$ cat src/rtl/shift_deserializer.sv
// shift_deserializer: collects a 1-bit serial stream into WIDTH-bit words.
// Each word can be sent MSB-first or LSB-first. Finished words go to a
// one-entry valid/ready output buffer. If a word finishes while that buffer
// is still full, the word is dropped and a sticky overrun flag is set.
// Optional feature: define PARITY_EN to expect one even-parity bit after each
// word. The check result is reported on parity_err alongside dout.
module shift_deserializer #(
  parameter int WIDTH = 16
) (
  input  logic             clk,
  input  logic             rst,
  input  logic             sin,
  input  logic             sin_valid,
  input  logic             dir,
  input  logic             sync,
  output logic [WIDTH-1:0] dout,
  output logic             dout_valid,
  input  logic             dout_ready,
  output logic             overrun,
  input  logic             ovr_clr,
  output logic             parity_err
);
  localparam int CW = $clog2(WIDTH + 1);
  localparam logic [CW-1:0] LAST = CW'(WIDTH - 1);

  typedef enum logic {COLLECT = 1'b0, PAR = 1'b1} state_t;

  state_t           state, state_next;
  logic [WIDTH-1:0] shreg, shreg_next;
  logic [CW-1:0]    bit_cnt, cnt_next, cnt_eff;
  logic             dir_l, dir_l_next, dir_eff;
  logic             data_bit;
  // done is a one-cycle pulse: shreg holds a finished word that is waiting
  // to enter the output buffer.
  logic             done, done_next;
  logic             load, drop;
`ifdef PARITY_EN
  logic             par_bad, par_bad_next;
`endif

  // State register; sync and reset both return to collecting data bits.
  always_ff @(posedge clk or negedge rst) begin
    if (!rst) state <= COLLECT;
    else      state <= state_next;
  end

  // Next-state, shift and bit-count logic.
  always_comb begin
    state_next = state;
    shreg_next = shreg;
    cnt_next   = bit_cnt;
    dir_l_next = dir_l;
    done_next  = 1'b0;
`ifdef PARITY_EN
    par_bad_next = 1'b0;
`endif
    // A sync makes the bit on this edge bit 0 of a fresh word.
    cnt_eff  = sync ? '0 : bit_cnt;
    data_bit = sync || (state == COLLECT);
    // Direction is taken live on the first bit, then held for the rest of the word.
    dir_eff  = (cnt_eff == '0) ? dir : dir_l;

    if (sync) begin
      state_next = COLLECT;
      cnt_next   = '0;
    end

    if (sin_valid) begin
      if (data_bit) begin
        dir_l_next = dir_eff;
        shreg_next = dir_eff ? {sin, shreg[WIDTH-1:1]} : {shreg[WIDTH-2:0], sin};
        if (cnt_eff == LAST) begin
          cnt_next = '0;
`ifdef PARITY_EN
          state_next = PAR;
`else
          done_next = 1'b1;
`endif
        end else begin
          cnt_next = cnt_eff + 1'b1;
        end
      end
`ifdef PARITY_EN
      else begin
        // The parity bit is not shifted in; it only qualifies the held word.
        done_next    = 1'b1;
        par_bad_next = (^shreg) ^ sin;
        state_next   = COLLECT;
      end
`endif
    end
  end

  // Shift register, bit counter, latched direction and completion pulse.
  always_ff @(posedge clk or negedge rst) begin
    if (!rst) begin
      shreg   <= '0;
      bit_cnt <= '0;
      dir_l   <= 1'b0;
      done    <= 1'b0;
    end else begin
      shreg   <= shreg_next;
      bit_cnt <= cnt_next;
      dir_l   <= dir_l_next;
      done    <= done_next;
    end
  end

  // A finished word enters the buffer when the buffer is empty or is being
  // drained on this same edge; otherwise the word is lost.
  assign load = done && (!dout_valid || dout_ready);
  assign drop = done && !load;

  // Output buffer, handshake and sticky overrun (a new drop beats a clear).
  always_ff @(posedge clk or negedge rst) begin
    if (!rst) begin
      dout       <= '0;
      dout_valid <= 1'b0;
      overrun    <= 1'b0;
    end else begin
      if (load) begin
        dout       <= shreg;
        dout_valid <= 1'b1;
      end else if (dout_valid && dout_ready) begin
        dout_valid <= 1'b0;
      end
      if (drop)         overrun <= 1'b1;
      else if (ovr_clr) overrun <= 1'b0;
    end
  end

`ifdef PARITY_EN
  // Parity result is captured with the word and tracks dout.
  always_ff @(posedge clk or negedge rst) begin
    if (!rst) begin
      par_bad    <= 1'b0;
      parity_err <= 1'b0;
    end else begin
      par_bad <= par_bad_next;
      if (load) parity_err <= par_bad;
    end
  end
`else
  assign parity_err = 1'b0;
`endif

endmodule

$ cat config.mk
export PLATFORM = sky130hd
export DESIGN_NAME = shift_deserializer
export DESIGN_NICKNAME = d
export VERILOG_FILES = /design/src/rtl/shift_deserializer.sv
export SDC_FILE = /design/constraint.sdc
export NUM_CORES = 1
export LEC_CHECK = 0
export ABC_AREA = 1
export BUFFER_PORTS_ARGS = -buffer_cell sky130_fd_sc_hd__buf_2
export CORE_ASPECT_RATIO = 1.1
export CORE_MARGIN = 2
export CORE_UTILIZATION = 51
export CTS_BUF_LIST = sky130_fd_sc_hd__clkbuf_4 sky130_fd_sc_hd__clkbuf_8 sky130_fd_sc_hd__clkbuf_16
export CTS_CLUSTER_DIAMETER = 120
export DETAILED_ROUTE_END_ITERATION = 6
export PLACE_DENSITY = 0.75
export SLEW_MARGIN = 40
export SYNTH_ARGS = -nofsm -noshare
export SYNTH_HDL_FRONTEND = slang
export SYNTH_SLANG_ARGS = --single-unit
$ cat constraint.sdc
create_clock -name clk -period 1.5 [get_ports clk]
set_input_delay 0.225 -clock clk [delete_from_list [all_inputs] [get_ports clk]]
set_output_delay 0.225 -clock clk [all_outputs]
set_load 0.05 [all_outputs]
After elaboration in Yosys (flattened, before gate mapping) --
Cells that the tools add are included.
Word-level totals: flip-flop bits (word level) 41, memories 0, memory bits (read-only) 0, memory bits (writable) 0, input bits 8, output and inout port bits 19, bits in latches 0
Operators by class: magnitude comparators 0, mux-type cells 11, shift-type cells 0, equality and inequality tests 1, reductions and logical operators 9, $add $sub $neg 1, multiply operators 0, divide/modulo/power cells 0, bitwise gates (word level) 0
Operator list (number):
- $mux 16 | 1
- $mux 5 | 3
- $mux 1 | 7
- $add 5x1->5 const B | 1
- $eq 5x4->1 const B | 1
- $logic_not 5->1 | 1
- $reduce_bool 2->1 | 2
- $logic_and 1x1->1 | 3
- $logic_not 1->1 | 2
- $logic_or 1x1->1 | 1

Logic depth before layout (Yosys ltp) --
depth after elaboration 6, depth in mapped cells 11

Worst setup path before layout --
Ideal clock, no wire load.
path kind flip-flop to flip-flop, from reg bit_cnt[0], to reg shreg[10], data arrival time 1.330 ns, slack 0.052 ns, buffers on the path 1, data required time 1.383 ns, stages on the path, launching flop included 11, setup time 0.117 ns, period minus slack after synthesis 1.448 ns, cells stage by stage dfrtp_1 > nand2_1 > ha_1 > inv_1 > a21oi_4 > nand2_4 > nand2_4 > buf_12 > nand3_2 > nand3_1 > nand2_1
On the way: cells in the longest elaborated chain, start to end 4
RTL lines:
- start, declared | RTL line 30 | logic [CW-1:0] bit_cnt, cnt_next, cnt_eff;
- start signal, assigned | RTL line 103 | bit_cnt <= cnt_next;
- $mux 5
- $logic_not 5->1 | RTL line 61 | dir_eff = (cnt_eff == '0) ? dir : dir_l;
- $mux 1 | RTL line 61
- $mux 16 | RTL line 71 | shreg_next = dir_eff ? {sin, shreg[WIDTH-1:1]} : {shreg[WIDTH-2:0], sin};
- end signal, assigned | RTL line 102 | shreg <= shreg_next;
- end, declared | RTL line 29 | logic [WIDTH-1:0] shreg, shreg_next;
Every way passes these cells. A chain may end at the register's enable or synchronous reset.

Worst setup path in the final report --
from reg bit_cnt[0], to reg shreg[4]
Same word-level chain as after synthesis.

==> Flow_metrics.wiki <==
{| class="wikitable"
! Metric !! Value
|-
| Full die area || 4460 um^2
|-
| Largest voltage drop on the vdd net || 0.575 mV
|-
| Setup Skew || a little over 0.008 ns
|-
| Post-route standard cell area excluding fillers || 2490 um^2
|-
| DR DRC count || 0
|-
| Largest net degree at the start of global routing || 42
|-
| Most common cell after layout, fill and taps aside || nand2_1
|-
| Worst Path Max Fanout || 8
|-
| Average routed wire per standard cell || 15.1 um
|-
| Area used by multi-input combinational logic || 991 um^2
|-
| Summed instance area of the synthesized netlist || 2010 um^2
|-
| Detail Route Antenna Nets || 0
|-
| Min-Delay Path Class || primary input to asynchronous set/reset pin
|-
| Number of synthesized register bits || 41
|-
| Total of max-cap violations || 0
|-
| Routability congestion estimate from global placement || 0.775
|-
| Total vias in the final route || between 1500 and 2000
|-
| Required time at the worst-slack endpoint || 1.74 ns
|-
| Port Buffer Count || 25
|-
| Maximum count of clock buffers along a single path || 2
|-
| Worst hold margin || -0.0145 ns
|-
| Sequential cell area fraction in the yosys report || 51.0%
|-
| Area used by sequential logic in the layout || 1030 um^2
|-
| Clock transition at the registers of the reported paths || 0.08 ns
|-
| Critical setup path kind || register to register
|-
| Initial antenna violation count || 0
|-
| Reported leakage power || approximately 1.3 nW
|-
| Clock sink count || 41
|-
| CTS Hold Bufs || 0
|-
| Number of global-route vias before repair || 1596
|-
| Max-slew violation total from the final report || 0
|-
| Final cycle utilization of the critical path || 105%
|-
| Number of distinct standard cells referenced by the synthesized netlist || 26
|-
| Result of the run || finished with violations
|-
| H-tree levels || 2
|-
| Top library cells by usage in the layout, fill and taps aside || nand2_1 (57), dfrtp_1 (41), nand3_2 (33), buf_2 (25), inv_1 (23)
|-
| Instance count after placement with tap cells included || 292
|-
| Kind of start point of the critical path || register
|-
| Final-layout fill cell count || 280
|-
| Initial Util || 54.2%
|-
| Per-cell via count in the routed design || 5.34
|-
| IO Pins || 27
|-
| Clock latency at the later pin of the worst-skew pair || 0.30 ns
|-
| Wire length of the first global-routing pass || ~7500 um
|-
| Setup repair after global routing missed its margin || yes
|-
| Failing checks || negative hold slack, negative setup slack
|-
| Final Setup Violations || 15
|-
| Number of nets in the synthesized netlist || 230
|-
| Transition at the pin with the smallest max-transition slack || just over 0.5 ns
|-
| CTS tree || yes
|-
| Post-Place Cell Area || 2160 um^2
|-
| Floorplan row count || 23
|-
| Arr. time, crit path || 1.82 ns
|-
| Total overflow reported by the global router || 0
|-
| Height of the chip || 69.9 um
|-
| Violation count after the first detailed-routing iteration || 212
|-
| Top Metal Used || met4
|-
| Routed wire length on met3 || approximately 270 um
|-
| DP HPWL || ~2500 um
|-
| Start point of the critical path || bit_cnt[0]$_DFF_PN0_
|-
| Achievable frequency || ~630 MHz
|-
| Met2 WL post-DR || around 2300 um
|-
| Floorplan core area || 3710 um^2
|-
| Root cell of the clock tree || clkbuf_8
|-
| Synthesized netlist cell count || 221
|-
| GRT Util Overall || 21.8%
|-
| Syn. warnings || 0
|-
| Total wirelength of the detailed-routed design || 4610 um
|-
| Cell Pwr Density || 1200 nW/um^2
|-
| Metal1 wirelength || 1930 um
|-
| Worst slew slack as a fraction of its limit || 66.0%
|-
| Total power after layout || 3.00 mW
|-
| Final critical delay including setup and external delays || 1.58 ns
|-
| Proportion of layout cells with a drive suffix above 1 || 35.9%
|-
| Inserted Clock Buffers || 5
|-
| Startpoint of the worst register-to-register path || bit_cnt[0]$_DFF_PN0_
|-
| Final setup slack of the worst path || -0.0783 ns
|-
| Length of the first detailed-routing pass in iterations || 4
|-
| Horiz. Die Dim || approximately 64 um
|-
| Total inserted antenna cells || 0
|-
| Final net count || 265
|-
| Synthesized area divided by synthesized cell count || 9.10 um^2
|-
| Category of the worst setup path capture point || register
|-
| Number of failing hold endpoints at the final stage || 41
|-
| Final Instance Count excl. Fillers || 306
|-
| Area growth from synthesis to layout || 24.0%
|}
## path summary, 6_finish.rpt
path	endpoint	slack, ns	cells past startpoint
worst min register to register	dout_valid$_DFFE_PN0P_	0.48	2
worst max register to register	shreg[4]$_DFFE_PN0P_	-0.08	10
min in group clk	overrun$_DFFE_PN0P_	0.12	2
max in group asynchronous	dout[9]$_DFFE_PN0P_	1.16	2
worst max-delay path	shreg[4]$_DFFE_PN0P_	-0.08	10
worst min-delay path	overrun$_DFFE_PN0P_	-0.01	2
## state kept, by name (all words and copies together) (netlist names)
signal	count
overrun	1
dir_l	1
bit_cnt	5
dout	16
done	1
shreg	16
dout_valid	1
## cell type report
class,count,area share [%]
clock buffers,7,3.61
inverters,26,3.92
multi-input cells,147,39.8
flip-flops and latches,41,41.2
well taps,50,2.51
repair buffers,35,9.04
## cells in the mapped netlist
cell | n | area share (%)
buf_6 | 3 | 1.7
xor2_1 | 2 | 0.87
clkinv_1 | 1 | 0.19
o22ai_1 | 1 | 0.31
nand2_4 | 3 | 1.7
nor2_1 | 2 | 0.37
clkbuf_1 | 5 | 0.93
o21ai_0 | 17 | 4.2
inv_1 | 24 | 4.5
nand4_1 | 1 | 0.31
buf_4 | 1 | 0.37
a21oi_4 | 1 | 0.81
nand2_1 | 59 | 11
o21ai_1 | 1 | 0.25
nand3_2 | 14 | 7.0
ha_1 | 1 | 0.62
o21ai_4 | 1 | 0.81
clkbuf_8 | 1 | 0.68
dfrtp_1 | 41 | 51
nor3_1 | 1 | 0.25
nand3_1 | 35 | 8.7
buf_12 | 1 | 1.0
conb_1 | 1 | 0.19
nand3_4 | 2 | 1.7
or2_2 | 1 | 0.31
inv_2 | 1 | 0.19
## repair_timing
| action | 4_1_cts | 5_1_grt |
|---|---|---|
| setup buffers | 3 | 0 |
| endpoints found under the setup margin | 16 | 17 |
| cloned | 4 | 0 |
| pin swaps | 13 | 13 |
| resized for setup | 13 | 16 |
| endpoints found under the hold margin | 0 | 0 |
## critical path: stages (launching register included)
cell	delay [ns]
dfrtp_1	0.39
nand2_2	0.07
ha_2	0.17
inv_2	0.04
a21oi_4	0.13
buf_12	0.14
buf_4	0.11
nand3_4	0.16
nand3_2	0.16
nand3_2	0.08
nand2_1	0.06
## per-layer routing
metal  vias up  GRT usage, %
met4         0          9.90
met2        51          34.8
li1        779             -
met5         -             0
met3         9          5.15
met1       796          28.0
## through the flow
step                utilization (%)  setup WS (ns)  setup TNS (ns)
finish                         67.1        -0.0783          -0.500
global route                   67.1         -0.152           -1.98
CTS                            65.0       -0.00457        -0.00586
detailed placement             58.1        -0.0485          -0.338
global placement               58.1        0.00769               0
floorplan                         -         0.0523               0
## cells by family (layout without fill, tap and decap cells)
family	count (synthesis)	in the layout	synth area share [%]
AND/OR/NAND/NOR	118	122	31.4
flip-flops	41	41	51.0
buffers and inverters	37	68	9.52
AO/OA/AOI/OAI	21	21	6.41
XOR/XNOR	2	2	0.871
adder cells (fa/ha/maj)	1	1	0.622
other	1	1	0.187
## report_power, final
group          leakage, nW  total (mW)  internal, mW  switching (mW)
sequential           0.544        1.34          1.25          0.0956
combinational        0.717       0.915         0.319           0.596
clock               0.0477       0.740         0.383           0.357
(Power assumes the default switching activity.)
